**config.mk**
```make
export PLATFORM = sky130hd
export DESIGN_NAME = pll_reconfig_seq
export DESIGN_NICKNAME = d
export VERILOG_FILES = /design/src/rtl/pll_reconfig_seq.sv
export SDC_FILE = /design/constraint.sdc
export NUM_CORES = 1
export LEC_CHECK = 0
export ABC_AREA = 1
export CAP_MARGIN = 25
export CORE_UTILIZATION = 35
export CTS_CLUSTER_DIAMETER = 100
export DETAILED_ROUTE_END_ITERATION = 10
export GPL_ROUTABILITY_DRIVEN = 0
export GPL_TIMING_DRIVEN = 0
export SLEW_MARGIN = 0
export SYNTH_ARGS = -nofsm -noshare
export SYNTH_HDL_FRONTEND = slang
export SYNTH_SLANG_ARGS = --single-unit
```
**constraint.sdc**
```tcl
create_clock -name clk_i -period 23.1 [get_ports clk_i]
set_input_delay 2.31 -clock clk_i [delete_from_list [all_inputs] [get_ports clk_i]]
set_output_delay 2.31 -clock clk_i [all_outputs]
set_load 0.03 [all_outputs]
```
**src/rtl/pll_reconfig_seq.sv**
```systemverilog
// PLL reconfiguration sequencer: holds a table of 160-bit PLL profiles and, on request, streams
// the selected profile into the reconfig register block over Avalon-MM, starts it and polls status.
module pll_reconfig_seq #(
  parameter int unsigned NUM_PROFILES   = 4,
  parameter int unsigned TIMEOUT_CYCLES = 4096,
  localparam int unsigned ProfW         = $clog2(NUM_PROFILES),
  localparam int unsigned CntW          = $clog2(TIMEOUT_CYCLES + 1)
) (
  input  logic             clk_i,
  input  logic             rst_i,
  input  logic             prof_we_i,
  input  logic [ProfW+2:0] prof_addr_i,
  input  logic [31:0]      prof_wdata_i,
  input  logic             req_valid_i,
  input  logic [ProfW-1:0] req_profile_i,
  output logic             req_ready_o,
  output logic [2:0]       avm_address_o,
  output logic [31:0]      avm_writedata_o,
  output logic             avm_write_o,
  output logic             avm_read_o,
  input  logic [31:0]      avm_readdata_i,
  input  logic             avm_waitrequest_n_i,
  output logic             busy_o,
  output logic             done_o,
  output logic             error_o,
  output logic [ProfW-1:0] cur_profile_o,
  output logic             cur_valid_o
);

  localparam logic [CntW-1:0] TmoLast  = CntW'(TIMEOUT_CYCLES - 1);
  localparam logic [31:0]     StartCmd = 32'h0000_0002;

  typedef enum logic [2:0] {StIdle, StWrData, StStart, StPollHi, StPollLo, StDone} state_e;

  state_e           state_q, state_d;
  logic [2:0]       idx_q, idx_d;
  logic [ProfW-1:0] sel_q, sel_d;
  logic [CntW-1:0]  tmo_q, tmo_d;
  logic             error_q, error_d;
  logic [ProfW-1:0] cur_q, cur_d;
  logic             curv_q, curv_d;
  logic [31:0]      prof_q [NUM_PROFILES][5];

  logic [2:0]       wr_word;
  logic [ProfW-1:0] wr_prof;
  logic             tbl_we;
  logic             stat_bit;
  logic             unused_rdata;

  assign wr_word      = prof_addr_i[2:0];
  assign wr_prof      = prof_addr_i[ProfW+2:3];
  assign busy_o       = (state_q != StIdle);
  assign stat_bit     = avm_readdata_i[31];
  assign unused_rdata = ^avm_readdata_i[30:0];

  // The profile being streamed is write-protected while the sequence runs.
  assign tbl_we = prof_we_i && (wr_word < 3'd5) && !(busy_o && (wr_prof == sel_q));

  always_ff @(posedge clk_i or posedge rst_i) begin
    if (rst_i) begin
      for (int p = 0; p < NUM_PROFILES; p++) begin
        for (int w = 0; w < 5; w++) begin
          prof_q[p][w] <= '0;
        end
      end
    end else if (tbl_we) begin
      prof_q[wr_prof][wr_word] <= prof_wdata_i;
    end
  end

  always_ff @(posedge clk_i or posedge rst_i) begin
    if (rst_i) begin
      state_q <= StIdle;
      idx_q   <= '0;
      sel_q   <= '0;
      tmo_q   <= '0;
      error_q <= 1'b0;
      cur_q   <= '0;
      curv_q  <= 1'b0;
    end else begin
      state_q <= state_d;
      idx_q   <= idx_d;
      sel_q   <= sel_d;
      tmo_q   <= tmo_d;
      error_q <= error_d;
      cur_q   <= cur_d;
      curv_q  <= curv_d;
    end
  end

  always_comb begin
    state_d         = state_q;
    idx_d           = idx_q;
    sel_d           = sel_q;
    tmo_d           = tmo_q;
    error_d         = error_q;
    cur_d           = cur_q;
    curv_d          = curv_q;
    req_ready_o     = 1'b0;
    done_o          = 1'b0;
    avm_write_o     = 1'b0;
    avm_read_o      = 1'b0;
    avm_address_o   = 3'd0;
    avm_writedata_o = 32'h0;

    unique case (state_q)
      StIdle: begin
        req_ready_o = 1'b1;
        if (req_valid_i) begin
          error_d = 1'b0;
          sel_d   = req_profile_i;
          idx_d   = 3'd0;
          state_d = (curv_q && (req_profile_i == cur_q)) ? StDone : StWrData;
        end
      end
      StWrData: begin
        // Address 1 carries word 4, address 5 carries word 0.
        avm_write_o     = 1'b1;
        avm_address_o   = 3'd1 + idx_q;
        avm_writedata_o = prof_q[sel_q][3'd4 - idx_q];
        if (avm_waitrequest_n_i) begin
          if (idx_q == 3'd4) begin
            state_d = StStart;
          end else begin
            idx_d = idx_q + 3'd1;
          end
        end
      end
      StStart: begin
        avm_write_o     = 1'b1;
        avm_writedata_o = StartCmd;
        if (avm_waitrequest_n_i) begin
          state_d = StPollHi;
          tmo_d   = '0;
        end
      end
      StPollHi, StPollLo: begin
        avm_read_o = 1'b1;
        tmo_d      = tmo_q + CntW'(1);
        if (tmo_q == TmoLast) begin
          error_d = 1'b1;
          curv_d  = 1'b0;
          state_d = StIdle;
        end else if (avm_waitrequest_n_i) begin
          if ((state_q == StPollHi) && stat_bit) begin
            state_d = StPollLo;
          end else if ((state_q == StPollLo) && !stat_bit) begin
            state_d = StDone;
          end
        end
      end
      StDone: begin
        done_o  = 1'b1;
        cur_d   = sel_q;
        curv_d  = 1'b1;
        state_d = StIdle;
      end
      default: state_d = StIdle;
    endcase
  end

  assign error_o       = error_q;
  assign cur_profile_o = cur_q;
  assign cur_valid_o   = curv_q;

endmodule

```
After elaboration in Yosys (flattened, before gate mapping)
Index checks and enable logic that the tools add are counted.
Widths: inputs -> output; s select.
{"block": "classes", "eq_ne": 17, "n_reduce_logical": 24, "muxes": 38, "bitwise": 4, "n_lt_le_gt_ge": 7, "addsub": 3}
{"operator": "$bwmux 640", "count": 1}
{"operator": "$mux 160", "count": 3}
{"operator": "$bmux 160 s2", "count": 1}
{"operator": "$demux 160 s2", "count": 1}
{"operator": "$bmux 32 s3", "count": 1}
{"operator": "$demux 32 s3", "count": 1}
{"operator": "$mux 32", "count": 3}
{"operator": "$pmux 32 s2", "count": 1}
{"operator": "$mux 3", "count": 13}
{"operator": "$pmux 13 s2", "count": 1}
{"operator": "$add 13x1->13 const B", "count": 1}
{"operator": "$eq 13x12->1 const B", "count": 1}
{"operator": "$mux 13", "count": 1}
{"operator": "$ne 2x2->1 const B", "count": 6}
{"operator": "$pmux 3 s4", "count": 1}
{"operator": "$eq 3x3->1 const B", "count": 3}
{"operator": "$ge 4x4->1 const B", "count": 2}
{"operator": "$logic_and 1x1->1", "count": 8}
{"operator": "$not 3->4", "count": 2}
{"operator": "$reduce_bool 2->1", "count": 4}
{"operator": "$mux 1", "count": 7}
{"operator": "$eq 3x2->1 const B", "count": 2}
{"operator": "$ge 3x3->1 const B", "count": 2}
{"operator": "$not 2->3", "count": 2}
{"operator": "other kinds (19)", "count": 25}
{"block": "word_totals", "wordCells": 120, "ff_bits": 665, "input_bits": 76, "out_inout_bits": 44}

Depth between registers and ports, before layout
Gate-level depths: netlist of run 1.
{"block": "logic_depth", "word_depth": 8, "mapped_depth": 13, "mapped_depth_nobuf": 10}

Worst setup path after synthesis of run 1
Ideal clock, no wire load.
{"block": "synth_timing", "path_kind": "register -> output", "from": "register idx_q[0]", "to": "output port avm_writedata_o[0]", "path_buffers": 4, "arrival_ps": 2600, "required_ps": 20790, "stages_incl_launch_ff": 14, "slack_ps": 18190, "cell_sequence": "dfrtp_1 -> buf_4 -> inv_2 -> clkbuf_1 -> ha_1 -> clkbuf_1 -> nor2_1 -> clkbuf_1 -> nand2_1 -> nand2_1 -> inv_1 -> nand2_1 -> nand2_1 -> a21oi_1"}
{"block": "synth_via", "elab_chain_len": 6}
{"element": "start: declaration", "line": "36", "text": "logic [2:0] idx_q, idx_d;"}
{"element": "start signal: assignment", "line": "82", "text": "idx_q <= idx_d;"}
{"element": "$sub 3x3->3", "line": "120", "text": "avm_writedata_o = prof_q[sel_q][3'd4 - idx_q];"}
{"element": "$not 3->4 (implied by the code)", "line": "120"}
{"element": "$bmux 32 s3", "line": "120"}
{"element": "$mux 32 (implied by the code) (2 in a row)", "line": "120"}
{"element": "$pmux 32 s2", "line": "106", "text": "unique case (state_q)"}
{"element": "end: declaration", "line": "18", "text": "output logic [31:0] avm_writedata_o,"}
Every way passes these cells. The select of a mux whose other input is x is not followed.

Worst setup path in the final report of run 1
{"block": "layout_timing", "from": "register idx_q[0]", "to": "output port avm_writedata_o[22]"}
Same word-level chain as after synthesis.

==> flow_summary.json, run 1 <==
{
  "cp.arrival_ps": 5580,
  "tightest_slew_ps": 1130,
  "clk_path_buf_depth": 3,
  "hold_path.class": "reg2reg",
  "ff2ff_path_depth": 8,
  "mostFrequentLayoutCells": "1,535 x nand2_1, 665 x dfrtp_1, 549 x inv_1",
  "min_period_ps": 7890,
  "fin_area_um2": 39200,
  "layout-area-overhead-vs-synth_pct": 15.1,
  "cp_max_fo": 10,
  "worst_r2r_endpoint": "idx_q[1]",
  "reg2reg_from": "idx_q[0]",
  "drt-initial-drc-count": 3620,
  "startpoint_type": "flip-flop",
  "power_density_nw_per_um2": 124,
  "rrSetupSlack_ps": 19550,
  "layout_commonest_cell": "nand2_1",
  "antenna_found_initial": 1,
  "fillers": 10007,
  "cp-end-kind": "primary output",
  "path_class": "reg2out",
  "fin_skew_ps": 20.0,
  "cts_htree_levels": 3,
  "drive_above_1_share_pct": 10.6,
  "cp.depth": 14,
  "synth_area_per_cell_um2": 7.80,
  "io_pins": 120,
  "finalSetupViolations": 0,
  "peakVddDrop_v": 0.0000647,
  "cts_buffers": 75,
  "violations": "design-rule violations",
  "via_count": 29420,
  "cts.reportedPaths.clkPinSlew_ps": 60,
  "finalCritPeriodShare_pct": 34.2,
  "grt_overflow": 0,
  "holdBufCountCts": 0,
  "routed_wl_mm": 121,
  "total_power_uw": 4840,
  "drc": 2,
  "cts_setup_buffers": 0,
  "cts_sinks": 665,
  "grt_max_degree": 126,
  "hold_viol": 0,
  "multiInputGateArea_um2": 13100,
  "antenna_cells": 0,
  "root_buffer": "clkbuf_16",
  "num-nets-final": 4617,
  "regArea_um2": 16600,
  "die_w_um": 314,
  "post_drt_wl_per_cell_um": 20.7,
  "rsz0062_at_grt": "no",
  "max_slew_margin_pct": 24.4,
  "post_cts_resized": 0,
  "portBuffers": 88,
  "synth-seq-area-share_pct": 48.9,
  "path_cells": "buf_4 -> inv_2 -> clkbuf_1 -> ha_1 -> clkbuf_1 -> nor2_1 -> clkbuf_1 -> nand2_1 -> nand2_1 -> inv_1 -> nand2_1 -> nand2_1 -> a21oi_1 -> clkdlybuf4s50_1",
  "critPathTopFamily": "buffers and inverters",
  "synth_fp_nets": 4442,
  "final_max_slew_viol_count": 0,
  "cpMaxStageDelayCell": "clkdlybuf4s50_1",
  "initial_core_util_pct": 35.2,
  "grt_pass1_wl_mm": 181,
  "die_y_um": 314,
  "dr.pass1.iters": 9,
  "grt_pass1_vias": 27907,
  "crit_top_cell": "nand2_1",
  "crit_start": "idx_q[0]",
  "cp_num_buf_inv": 7,
  "status": "finished, violations left",
  "max_cap_viol_count": 0,
  "synthCells": 4362,
  "fp.dieArea_um2": 98500,
  "dp.final_hpwl_mm": 91.2,
  "ys_seq_elements": 665,
  "max_freq_mhz": 127,
  "coreArea_um2": 96600,
  "required_ps": 20790,
  "place_area_um2": 36700,
  "yosys.cell_types.count": 32,
  "syn_area_um2": 34000,
  "track_usage_pct": 24.6,
  "insertion_delay_ps": 640,
  "max_stage_delay_ps": 730,
  "p_leak_uw": 0.0189,
  "ant_nets": 0,
  "cts_tree": "done",
  "num_rows": 114,
  "vias_per_cell": 5.01,
  "yosysWarnings": 0,
  "setup.worst_path.end": "avm_writedata_o[22]"
}
==> cells by family after synthesis <==
kind of cell | synth area share, %
buffers and inverters | 12.7
adders and majority gates | 0.147
xor gates and xnor gates | 0.129
and+or+nand+nor | 24.6
AOI/OAI and AO/OA | 13.5
DFF | 48.9
==> through the flow <==
step                      setup WS (ps)  std cells  utilization, %  hold WS [ps]  TNS [ps]
after floorplan                    2150       4362               -           450         0
after global placement            -6690       5726            37.8           459  -4391680
after detailed placement          16120       5735            38.0           463         0
after CTS                         15440       5867            40.5           478         0
after global routing              15210       5868            40.6           492         0
final                             15210       5868            40.6           476         0
==> metal layers <==
| metal | part of all wire [%] | track usage [%] | up-vias |
|---|---|---|---|
| met3 | 7.7 | 3.64 | 238 |
| li1 | - | - | 13967 |
| met4 | 3.4 | 8.14 | 2 |
| met2 | 45 | 39.0 | 1238 |
| met5 | 0.0074 | 0 | - |
| met1 | 44 | 34.4 | 13975 |
==> tightest hold or removal path: cells and delay by family, from the launching register on <==
family | cells | cell delay (ps)
simple gates | 1 | 60
compound gates | 1 | 50
flops | 1 | 340
==> area by class of cell <==
type	instances	area share [%]
buffer	320	5.68
sequential	665	42.5
tap	1276	4.08
clock inverter	22	0.569
multi-input combinational	2822	33.4
clock buffer	110	5.59
inverter	555	5.34
timing repair buffer	98	2.82
==> where the power goes <==
group / switching (uW) / internal, uW / leakage (uW)
combinational: 1440 / 596 / 0.00889
sequential: 155 / 1440 / 0.00886
clock: 513 / 692 / 0.00120
==> flip-flops by register name, indices dropped and copies added, names as in the netlist <==
register and count:
prof_q 640, sel_q 2, cur_valid_o 1, idx_q 3
tmo_q 13, state_q 3, cur_profile_o 2, error_o 1
==> cells in the mapped netlist, drive strengths merged <==
cell	instances	share of area [%]
o22ai	35	0.64
nand4	5	0.092
nand3	340	5.0
or2	5	0.092
nand3b	2	0.044
nor3	6	0.10
a21oi	37	0.54
o21ai	722	12
a211oi	1	0.022
a21o	1	0.022
inv	555	6.1
dfrtp	665	49
buf	195	5.2
o31ai	1	0.022
nand2	1556	18
clkbuf	125	1.4
ha	4	0.15
xor2	2	0.051
xnor2	3	0.077
nor2	102	1.1
==> how the worst min path moves through the flow <==
stage | from | end | slack [ps] | cells after the start
2_1_floorplan | prof_q[160] | prof_q[160] | 450 | 2
3_3_place_gp | prof_q[340] | prof_q[340] | 460 | 2
3_5_place_dp | prof_q[347] | prof_q[347] | 460 | 2
4_1_cts | prof_q[163] | prof_q[163] | 480 | 2
5_1_grt | prof_q[187] | prof_q[187] | 490 | 2
6_report | prof_q[345] | prof_q[345] | 480 | 2
Power figures use the tool's default switching activity.
==> inputs of run 2 (changes only) <==
==> constraint.sdc (replaced) <==
create_clock -name clk_i -period 7.5 [get_ports clk_i]
set_input_delay 0.75 -clock clk_i [delete_from_list [all_inputs] [get_ports clk_i]]
set_output_delay 0.75 -clock clk_i [all_outputs]
set_load 0.03 [all_outputs]
==> run 2 against run 1 <==
Net effect:
- the run now ends clean
- sequential cell count did not move
- sequential share of layout area fell by 0.46 points
- worst hold slack got worse by 1.3 ps
- sequential power rose to 3.1 times the previous value
- global-route usage rose by 0.092 points
- die area did not move
- cell area rose by 1.1%
- utilization rose by 0.44 points
- non-clock buffer count rose by 16
- final cell count rose by 0.32%
- critical path depth did not move
- critical endpoint is now avm_writedata_o[24]
==> flow_summary.json, run 2 (synthesis results as in run 1) <==
{
  "finalSetupViolations": 0,
  "dr.pass1.iters": 8,
  "rrSetupSlack_ps": 4020,
  "dp.final_hpwl_mm": 93.2,
  "max_stage_delay_ps": 730,
  "path_class": "reg2out",
  "cpMaxStageDelayCell": "clkdlybuf4s50_1",
  "root_buffer": "clkbuf_16",
  "worstHoldPathCells": 2,
  "layout-area-overhead-vs-synth_pct": 16.3,
  "drive_above_1_share_pct": 11.0,
  "max_slew_margin_pct": 23.7,
  "cp-end-kind": "primary output",
  "largest_register_ffs": 640,
  "status": "complete, no violations",
  "cts_setup_buffers": 0,
  "hold_path.class": "reg2reg",
  "top_register": "prof_q",
  "num_rows": 114,
  "post_drt_wl_per_cell_um": 20.7,
  "antenna_found_initial": 1,
  "die_y_um": 314,
  "ff2ff_path_depth": 8,
  "drc": 0,
  "grt_pass1_wl_mm": 182,
  "cp.arrival_ps": 5530,
  "startpoint_type": "flip-flop",
  "layout_setup_ws_ps": 1220,
  "crit_top_cell": "nand2_1",
  "track_usage_pct": 24.7,
  "cts_buffers": 76,
  "grt_pass1_vias": 28410,
  "vias_per_cell": 5.02,
  "via_count": 29572,
  "place_ws_ps": 1970,
  "portBuffers": 88,
  "grt_max_degree": 42,
  "cts_htree_levels": 3,
  "cts_tree": "done",
  "placed_cells": 5749,
  "reg2reg_from": "idx_q[0]",
  "p_leak_uw": 0.0191,
  "initial_core_util_pct": 35.2,
  "finalCritPeriodShare_pct": 83.7,
  "path_cells": "buf_4 -> inv_2 -> clkbuf_1 -> ha_1 -> clkbuf_1 -> nor2_1 -> clkbuf_1 -> nand2_1 -> nand2_1 -> inv_1 -> nand2_1 -> nand2_1 -> a21oi_1 -> clkdlybuf4s50_1",
  "coreArea_um2": 96600,
  "hold_viol": 0,
  "cp_max_fo": 10,
  "clk_path_buf_depth": 3,
  "max_freq_mhz": 159,
  "final_max_slew_viol_count": 0,
  "peakVddDrop_v": 0.000207,
  "cts_sinks": 665,
  "cts.reportedPaths.clkPinSlew_ps": 60,
  "tightest_slew_ps": 1140,
  "grt_overflow": 0,
  "crit_start": "idx_q[0]",
  "io_pins": 120,
  "drt-initial-drc-count": 3239,
  "mostFrequentLayoutCells": "1,535 x nand2_1, 665 x dfrtp_1, 549 x inv_1",
  "hp-start": "prof_q[188]",
  "die_w_um": 314,
  "min_period_ps": 6280,
  "num-nets-final": 4634,
  "fin_skew_ps": 26.4,
  "cp_num_buf_inv": 7,
  "layout_commonest_cell": "nand2_1",
  "reg_top3": "prof_q (640), tmo_q (13)",
  "routed_wl_mm": 122,
  "max_cap_viol_count": 0,
  "rsz0062_at_grt": "no",
  "post_cts_resized": 0,
  "critPathTopFamily": "buffers and inverters",
  "whs_endpoint": "prof_q[188]",
  "power_density_nw_per_um2": 382,
  "final_cells": 5887,
  "insertion_delay_ps": 650,
  "ant_nets": 0,
  "fp.dieArea_um2": 98500,
  "final_util_pct": 41.0,
  "worst_r2r_endpoint": "idx_q[1]",
  "holdBufCountCts": 0,
  "required_ps": 6750
}
-- run 2: cell type report --
| class | count | area [um^2] |
|---|---|---|
| Tap cell | 1276 | 1600 |
| Clock inverter | 27 | 369 |
| Fill cell | 9936 | 57000 |
| Sequential cell | 665 | 16600 |
| Antenna cell | 1 | 2.50 |
| Timing Repair Buffer | 114 | 1360 |
| Multi-Input combinational cell | 2822 | 13100 |
| Inverter | 555 | 2090 |
| Clock buffer | 107 | 2210 |
| Buffer | 320 | 2220 |
-- run 2: how the worst max path moves through the flow --
stage                                     end  slack, ps  cells past startpoint
final                     avm_writedata_o[24]       1220                     14
after global routing      avm_writedata_o[24]       1070                     14
after global placement            prof_q[418]      -7060                      2
after floorplan              cur_profile_o[0]      -2340                      1
after CTS                 avm_writedata_o[30]       1280                     14
after detailed placement  avm_writedata_o[30]       1970                     14
-- run 2: tightest hold or removal path, cell delays in order (launching register included) --
cell     delay [ps]
dfrtp_1         330
nand2_1          70
o21ai_2          50
-- run 2: routing by layer --
metal  vias to the layer above  global-route usage [%]  wire, um
met4                         0                    9.28      4530
li1                      14016                       -         -
met2                      1128                    38.8     55000
met3                       255                    3.96      9360
met5                         -                       0         0
met1                     14173                    34.2     53000
-- run 2: per-stage QoR --
step	hold WS (ps)	total power (uW)	instance area (um^2)	TNS (ps)
2_1_floorplan	450	8730	34000	-1557710
3_3_place_gp	459	11000	36500	-4616280
3_5_place_dp	463	11100	37000	0
4_1_cts	477	15000	39500	0
5_1_grt	494	15900	39600	0
6_report	475	15100	39600	0
-- run 2: where the power goes --
part	total, uW	switching (uW)	internal, uW
logic	6290	4440	1850
registers	4900	476	4420
clock network	3930	1570	2360
